==> src/rtl/hazard_controller_pkg.sv <==
// Shared encodings and control-bundle types for the pipeline hazard controller.
package hazard_controller_pkg;

  localparam int HC_STATE_WIDTH = 3;

  typedef enum logic [HC_STATE_WIDTH-1:0] {
    HC_RUN      = 3'd0,
    HC_MEM_WAIT = 3'd1,
    HC_EX_BUSY  = 3'd2,
    HC_SQUASH   = 3'd3
  } hc_state_e;

  typedef struct packed {
    logic pc_stall;
    logic if_id_stall;
    logic if_id_flush;
    logic id_ex_stall;
    logic id_ex_flush;
    logic ex_mem_stall;
    logic ex_mem_flush;
    logic mem_wb_flush;
  } hc_ctrl_t;

  localparam hc_ctrl_t HC_CTRL_NONE = 8'b0000_0000;
  // Whole front of the pipe frozen, MEM/WB gets a bubble while dmem is busy.
  localparam hc_ctrl_t HC_CTRL_FREEZE = 8'b1101_0101;
  // Front held, EX/MEM bubbled while the multi-cycle unit works.
  localparam hc_ctrl_t HC_CTRL_MC = 8'b1101_0010;
  localparam hc_ctrl_t HC_CTRL_LOAD_USE = 8'b1100_1000;
  localparam hc_ctrl_t HC_CTRL_REDIRECT = 8'b0010_1000;

endpackage

==> src/rtl/hazard_controller_load_use_detect.sv <==
// Load-use hazard compare between the ID-stage operands and the EX-stage load destination.
module load_use_detect (
  input  logic       id_valid,
  input  logic [4:0] id_rs1_addr,
  input  logic [4:0] id_rs2_addr,
  input  logic       id_uses_rs1,
  input  logic       id_uses_rs2,
  input  logic       ex_valid,
  input  logic [4:0] ex_rd_addr,
  input  logic       ex_mem_read,
  output logic       load_use
);

  logic rs1_hit_s;
  logic rs2_hit_s;

  assign rs1_hit_s = id_uses_rs1 & (id_rs1_addr == ex_rd_addr);
  assign rs2_hit_s = id_uses_rs2 & (id_rs2_addr == ex_rd_addr);
  // x0 never carries a dependency.
  assign load_use  = ex_valid & ex_mem_read & (ex_rd_addr != 5'd0) & id_valid & (rs1_hit_s | rs2_hit_s);

endmodule

==> src/rtl/hazard_controller.sv <==
// Pipeline sequencer: per-stage stall/flush for the 5-stage core, episode FSM and perf counters.
module hazard_controller
  import hazard_controller_pkg::*;
#(
  parameter int CNT_W          = 32,
  parameter int REDIRECT_EXTRA = 0,
  parameter int MC_TIMEOUT     = 64
) (
  input  logic             clk,
  input  logic             reset,
  input  logic             id_valid,
  input  logic [4:0]       id_rs1_addr,
  input  logic [4:0]       id_rs2_addr,
  input  logic             id_uses_rs1,
  input  logic             id_uses_rs2,
  input  logic             ex_valid,
  input  logic [4:0]       ex_rd_addr,
  input  logic             ex_mem_read,
  input  logic             ex_mc_start,
  input  logic             ex_mc_done,
  input  logic             ex_redirect,
  input  logic             dmem_stall,
  output logic             pc_stall,
  output logic             if_id_stall,
  output logic             if_id_flush,
  output logic             id_ex_stall,
  output logic             id_ex_flush,
  output logic             ex_mem_stall,
  output logic             ex_mem_flush,
  output logic             mem_wb_flush,
  output logic [2:0]       state,
  output logic             mc_timeout,
  output logic [CNT_W-1:0] stall_cycles,
  output logic [CNT_W-1:0] flush_count
);

  localparam int TO_W = $clog2(MC_TIMEOUT + 1);
  localparam logic [TO_W-1:0] TO_MAX = TO_W'(MC_TIMEOUT);

  hc_state_e        state_r, state_nxt_s;
  logic [1:0]       squash_r, squash_nxt_s;
  logic [TO_W-1:0]  to_cnt_r, to_nxt_s;
  logic             done_r, done_nxt_s;
  logic             mc_timeout_r, timeout_hit_s;
  logic             redirect_taken_s;
  logic             load_use_s;
  hc_ctrl_t         ctrl_s;
  logic [CNT_W-1:0] stall_cycles_r, flush_count_r;

  load_use_detect u_load_use_detect (
    .id_valid    (id_valid),
    .id_rs1_addr (id_rs1_addr),
    .id_rs2_addr (id_rs2_addr),
    .id_uses_rs1 (id_uses_rs1),
    .id_uses_rs2 (id_uses_rs2),
    .ex_valid    (ex_valid),
    .ex_rd_addr  (ex_rd_addr),
    .ex_mem_read (ex_mem_read),
    .load_use    (load_use_s)
  );

  // Next-state and per-stage control decode; unknown encodings fall into the RUN branch.
  always_comb begin
    ctrl_s           = HC_CTRL_NONE;
    state_nxt_s      = state_r;
    squash_nxt_s     = squash_r;
    to_nxt_s         = to_cnt_r;
    done_nxt_s       = done_r;
    timeout_hit_s    = 1'b0;
    redirect_taken_s = 1'b0;
    case (state_r)
      HC_MEM_WAIT: begin
        if (dmem_stall) begin
          ctrl_s = HC_CTRL_FREEZE;
        end else begin
          state_nxt_s = HC_RUN;
        end
      end
      HC_EX_BUSY: begin
        to_nxt_s      = (to_cnt_r == TO_MAX) ? to_cnt_r : to_cnt_r + TO_W'(1);
        timeout_hit_s = (to_nxt_s == TO_MAX);
        if (ex_mc_done) begin
          done_nxt_s = 1'b1;
        end else begin
          done_nxt_s = done_r;
        end
        if (dmem_stall) begin
          ctrl_s = HC_CTRL_FREEZE;
        end else if (done_r) begin
          // Exit cycle: nothing held, the multi-cycle result drops into EX/MEM.
          state_nxt_s = HC_RUN;
          done_nxt_s  = 1'b0;
        end else begin
          ctrl_s = HC_CTRL_MC;
        end
      end
      HC_SQUASH: begin
        if (dmem_stall) begin
          ctrl_s = HC_CTRL_FREEZE;
        end else begin
          squash_nxt_s = squash_r - 2'd1;
          if (squash_r <= 2'd1) begin
            state_nxt_s = HC_RUN;
          end else begin
            state_nxt_s = HC_SQUASH;
          end
        end
        ctrl_s.if_id_flush = 1'b1;
      end
      default: begin
        if (dmem_stall) begin
          ctrl_s      = HC_CTRL_FREEZE;
          state_nxt_s = HC_MEM_WAIT;
        end else if (ex_redirect & ex_valid) begin
          ctrl_s           = HC_CTRL_REDIRECT;
          redirect_taken_s = 1'b1;
          if (REDIRECT_EXTRA > 0) begin
            state_nxt_s  = HC_SQUASH;
            squash_nxt_s = 2'(REDIRECT_EXTRA);
          end else begin
            state_nxt_s = HC_RUN;
          end
        end else if (ex_mc_start & ex_valid & ~ex_mc_done) begin
          ctrl_s      = HC_CTRL_MC;
          state_nxt_s = HC_EX_BUSY;
          to_nxt_s    = '0;
          done_nxt_s  = 1'b0;
        end else if (load_use_s) begin
          ctrl_s      = HC_CTRL_LOAD_USE;
          state_nxt_s = HC_RUN;
        end else begin
          state_nxt_s = HC_RUN;
        end
      end
    endcase
    // Outputs are quiet for as long as reset is held, whatever the inputs say.
    if (reset) begin
      ctrl_s = HC_CTRL_NONE;
    end else begin
      ctrl_s = ctrl_s;
    end
  end

  // FSM, episode counters, sticky watchdog and saturating perf counters.
  always_ff @(posedge clk or posedge reset) begin
    if (reset) begin
      state_r        <= HC_RUN;
      squash_r       <= 2'd0;
      to_cnt_r       <= '0;
      done_r         <= 1'b0;
      mc_timeout_r   <= 1'b0;
      stall_cycles_r <= '0;
      flush_count_r  <= '0;
    end else begin
      state_r      <= state_nxt_s;
      squash_r     <= squash_nxt_s;
      to_cnt_r     <= to_nxt_s;
      done_r       <= done_nxt_s;
      mc_timeout_r <= mc_timeout_r | timeout_hit_s;
      if (ctrl_s.pc_stall && (stall_cycles_r != {CNT_W{1'b1}})) begin
        stall_cycles_r <= stall_cycles_r + CNT_W'(1);
      end
      if (redirect_taken_s && (flush_count_r != {CNT_W{1'b1}})) begin
        flush_count_r <= flush_count_r + CNT_W'(1);
      end
    end
  end

  assign pc_stall     = ctrl_s.pc_stall;
  assign if_id_stall  = ctrl_s.if_id_stall;
  assign if_id_flush  = ctrl_s.if_id_flush;
  assign id_ex_stall  = ctrl_s.id_ex_stall;
  assign id_ex_flush  = ctrl_s.id_ex_flush;
  assign ex_mem_stall = ctrl_s.ex_mem_stall;
  assign ex_mem_flush = ctrl_s.ex_mem_flush;
  assign mem_wb_flush = ctrl_s.mem_wb_flush;
  assign state        = state_r;
  assign mc_timeout   = mc_timeout_r;
  assign stall_cycles = stall_cycles_r;
  assign flush_count  = flush_count_r;

endmodule

==> config.mk <==
export PLATFORM = sky130hd
export DESIGN_NAME = hazard_controller
export DESIGN_NICKNAME = d
export VERILOG_FILES = /design/src/rtl/hazard_controller_pkg.sv /design/src/rtl/hazard_controller_load_use_detect.sv /design/src/rtl/hazard_controller.sv
export SDC_FILE = /design/constraint.sdc
export NUM_CORES = 1
export LEC_CHECK = 0
export ABC_AREA = 0
export ABC_CLOCK_PERIOD_IN_PS = 8900
export BUFFER_PORTS_ARGS = -buffer_cell sky130_fd_sc_hd__buf_2
export CORE_MARGIN = 2
export CORE_UTILIZATION = 50
export CTS_BUF_LIST = sky130_fd_sc_hd__clkbuf_4 sky130_fd_sc_hd__clkbuf_8
export DETAILED_ROUTE_END_ITERATION = 10
export HOLD_SLACK_MARGIN = 0.05
export PLACE_DENSITY = 0.76
export SETUP_SLACK_MARGIN = 0.2
export SLEW_MARGIN = 40
export SYNTH_ARGS = -nofsm -noshare
export SYNTH_HDL_FRONTEND = slang
export SYNTH_SLANG_ARGS = --single-unit
==> constraint.sdc <==
create_clock -name clk -period 8.9 [get_ports clk]
set_clock_uncertainty 0.15 [all_clocks]
set_input_delay 0.89 -clock clk [delete_from_list [all_inputs] [get_ports clk]]
set_output_delay 0.89 -clock clk [all_outputs]
set_load 0.05 [all_outputs]
# == Yosys cells after proc, flatten, opt, wreduce, memory -nomap -nowiden ==
# Index checks and enable logic that the tools add are counted.
# totals
ff_bits,78
inputBits,26
wordCells,84
out_inout_bits,76
# op_classes
n_mux,34
n_eq_ne,15
n_reduce_logical,9
n_addsub,4
bitwise,14
magnitude_cmp,1
# ops
op,count
adder 32 x 1 -> 32 bit (second input constant),2
two-way mux 8 bit,8
!= test 32 bit (second input constant),2
two-way mux 7 bit,4
one-hot mux 8 bit (3 select lines),1
equality test 7 bit (second input constant),2
one-hot mux 7 bit (2 select lines),1
two-way mux 3 bit,4
equality test 5 bit,2
two-way mux 1 bit,10
AND 1 bit,9
one-hot mux 3 bit (3 select lines),1
two-way mux 2 bit,4
!= test 2 bit (second input constant),4
AND reduction 4 bit,2
adder 7 x 1 -> 7 bit (second input constant),1
equality test 3 x 2 -> 1 bit (second input constant),2
nonzero test 5 bit,1
!= test 2 x 1 -> 1 bit (second input constant),2
equality test 3 x 1 -> 1 bit (second input constant),1
NOT 1 bit,3
OR reduction 3 bit,1
<= comparator 2 x 1 -> 1 bit (second input constant),1
logical AND 1 bit,2
6 further kinds,7

# == Depth between registers and ports, before layout ==
# logic_depth
ltp_word,11
mapped_depth,9
depth_no_buf,8

# == Cells and area by module ==
# From an unflattened synthesis, not the netlist that was laid out.
# hier_totals
cells_unflattened,409
area_unflattened_um2,4098.9
# by_module_without_submodules
module,instances,cells_per_inst,seq_area_each_um2,area_per_inst_um2
hazard_controller,1,392,1926.8,3967.6
load_use_detect,1,17,0.0,131.4

# == Worst setup path after synthesis ==
# OpenSTA, ideal clock, no wires.
# synth_path
kind,input port to output port
from,input port reset
to,output port id_ex_flush
n_path_buf,0
t_required_ns,7.860
setup_slack_ns,2.630
t_arrival_ns,5.230
cell_stages,3
path_cell_list,inv_1 -> nand2_1 -> a2111oi_0
# synth_between
elab_chain_len,1
# synth_lines
item,line_no,text
"start, declared",hazard_controller.sv:10,"input logic reset,"
two-way mux 8 bit,hazard_controller.sv:137,if (reset) begin
"end, declared",hazard_controller.sv:27,"output logic id_ex_flush,"
# Every way passes these cells.

# == Worst setup path in the final report ==
# layout_path
from,input port reset
to,output port pc_stall
# layout_between
elab_chain_len,1
# layout_lines
item,line_no,text
two-way mux 8 bit,hazard_controller.sv:137,
"end, declared",hazard_controller.sv:23,"output logic pc_stall,"
# Every way passes these cells.

==> impl_metrics.env <==
export IMPL_yosys_warnings=0
export IMPL_syn_to_final_growth_pct=17.5
export IMPL_cts_tree="built"
export IMPL_die_h_um=94.5
export IMPL_dp_hpwl_um=6280
export IMPL_drv_cap=0
export IMPL_grt_pass1_wl_um=14400
export IMPL_powerDensity_nw_per_um2=205
export IMPL_reg2reg_slack_ns=6.18
export IMPL_post_cts_setup_buffers=0
export IMPL_synth_seq_cells=77
export IMPL_hold_viol=0
export IMPL_final_nets=536
export IMPL_p_leak_uw=0.00238
export IMPL_cts_root_buf="clkbuf_8"
export IMPL_fp_dieW_um=94.5
export IMPL_vdd_ir_drop_max_mv=0.158
export IMPL_post_route_cells_drive_above_1_share_pct=25.7
export IMPL_cts_max_path_buffers=2
export IMPL_period_share_pct=42.9
export IMPL_htreeDepth=3
export IMPL_fill_cells=672
export IMPL_wirelength_um=8700
export IMPL_crit_path_end_kind="output pin"
export IMPL_num_antenna_cells=0
export IMPL_dpl_cell_count=596
export IMPL_slew_headroom_pct=55.1
export IMPL_cts_sinks=77
export IMPL_path_class="input port to output pin"
export IMPL_ant_nets=0
export IMPL_fin_crit_ns=3.82
export IMPL_mostFrequentLayoutCells="buf_2, dfrtp_1, xnor2_1"
export IMPL_ys_types=54
export IMPL_row_count=32
export IMPL_crit_required_ns=7.86
export IMPL_grt_pass1_vias=3067
export IMPL_hold_depth=1
export IMPL_wl_per_cell_um=14.2
export IMPL_synth_flop_cell="dfrtp_1"
export IMPL_synth_area_per_cell_um2=10.1
export IMPL_final_common_cell="buf_2"
export IMPL_r2r_start="stall_cycles[0]"
export IMPL_io_buffer_count=100
export IMPL_worst_path_max_fanout=79
export IMPL_r2r_cells=7
export IMPL_synth_edf_count=0
export IMPL_initial_core_util_pct=52.2
export IMPL_cts_hold_buffers=0
export IMPL_cts_resized=0
export IMPL_grt_remaining_overflow=0
export IMPL_setup_viol=0
export IMPL_min_to="squash_r[0]"
export IMPL_cp_arrival_ns=2.78
export IMPL_hp_class="flip-flop to flip-flop"
export IMPL_grt_usage_pct=20.6
export IMPL_drc=0
export IMPL_drt_first_pass_iters=4
export IMPL_insertion_delay_ns=0.35
export IMPL_routabilityCongestion=0.810
export IMPL_synth_fp_nets=438
export IMPL_grt_max_degree=80
export IMPL_drtIter0Drc=207
export IMPL_seq_area_frac_synth_pct=47.1
export IMPL_synthCells=407
export IMPL_finalInstanceArea_um2=4810
export IMPL_pin_count=102
export IMPL_synthesis_area_um2=4090
export IMPL_vias=3356
export IMPL_finalNonFillerCells=611
export IMPL_antenna_found_initial=0
export IMPL_clkTransAtPathRegs_ns=0.07
export IMPL_cts_buffers=9
export IMPL_r2r_end="stall_cycles[1]"
export IMPL_rsz0062_at_grt="false"
export IMPL_status="completed"
export IMPL_core_area_um2=7850
export IMPL_slew_viol_final=0
export IMPL_via_per_inst=5.49
export IMPL_synthArstFlopShare_pct=100
export IMPL_worst_slew_pin_slew_ns=0.667
export IMPL_hold_start="squash_r[0]"
export IMPL_setup_tns_ns=0
export IMPL_max_freq_mhz=262
export IMPL_startpoint_type="input port"
export IMPL_die_area_um2=8920
export IMPL_fin_util_pct=61.3
export IMPL_placed_area_um2=4650
-- how the worst max path moves through the flow --
stage                     start           to  slack, ns  depth (start not counted)
after floorplan           reset  id_ex_flush       2.63                          3
after global placement    reset  if_id_stall       4.89                          8
after detailed placement  reset     pc_stall       5.06                          8
after CTS                 reset  if_id_stall       5.06                          8
after global routing      reset     pc_stall       4.91                          8
final                     reset     pc_stall       5.08                          8
-- Yosys cell counts (4+ instances only) --
| library cell | instances | share of area, % |
|---|---|---|
| nand2_1 | 24 | 2.2 |
| nor4_1 | 7 | 1.1 |
| xnor2_1 | 56 | 12 |
| and4_1 | 5 | 1.1 |
| nand3_1 | 35 | 4.3 |
| dfrtp_1 | 77 | 47 |
| buf_2 | 5 | 0.61 |
| nor3_1 | 6 | 0.73 |
| a21oi_1 | 6 | 0.73 |
| clkbuf_1 | 4 | 0.37 |
| o21ai_0 | 10 | 1.2 |
| inv_1 | 14 | 1.3 |
| ha_1 | 5 | 1.5 |
| nor2_1 | 29 | 2.7 |
| nand4_1 | 29 | 4.4 |
| and3_1 | 21 | 3.2 |
| xor2_1 | 21 | 4.5 |
-- logic make-up after synthesis --
kind of cell / Yosys count / synth area share (%)
compound gates: 33 / 5.32
mux: 3 / 0.825
fa+ha+maj: 5 / 1.53
flops: 77 / 47.1
xor+xnor: 77 / 16.5
other cells: 1 / 0.0916
simple gates: 182 / 25.0
buf+inv: 29 / 3.64
-- layer usage --
metal  GRT usage [%]  routed length (um)  vias to the layer above
met2            33.4                3990                      105
li1                -                   -                     1635
met5               0                   0                        -
met4            6.28                 143                        0
met1            26.6                3980                     1600
met3            6.38                 596                       16
-- layout make-up --
cell class | instances | area, um2 | share of cell area (%)
clock inverter | 5 | 28.8 | 0.599
tap | 102 | 128 | 2.65
inverter | 14 | 52.6 | 1.09
multi-input combinational | 301 | 2020 | 42.0
sequential | 77 | 1930 | 40.1
timing repair buffer | 102 | 519 | 10.8
clock buffer | 10 | 131 | 2.73
-- critical path: stages --
cell      delay [ns]
buf_2           0.13
inv_2           0.05
buf_6           0.53
nand2_1         0.14
o21bai_1        0.20
o21bai_2        0.16
buf_4           0.33
buf_2           0.33
-- state kept, by name (all words and copies together) (netlist names) --
name	count
done_r	1
flush_count	32
mc_timeout	1
squash_r	2
stall_cycles	32
state	2
to_cnt_r	7
-- per-stage QoR --
stage | power (uW) | worst slack (ns) | hold WS (ns)
finish | 985 | 5.08 | 0.331
global route | 1050 | 4.91 | 0.347
CTS | 994 | 5.06 | 0.336
detailed placement | 768 | 5.06 | 0.327
global placement | 758 | 4.89 | 0.316
floorplan | 693 | 2.63 | 0.301
-- where the power goes --
| part | total (uW) | internal [uW] | switching (uW) |
|---|---|---|---|
| logic | 299 | 97.6 | 202 |
| clock network | 222 | 101 | 121 |
| registers | 464 | 395 | 69.0 |
Note: power is estimated with default switching activity, not from simulation.
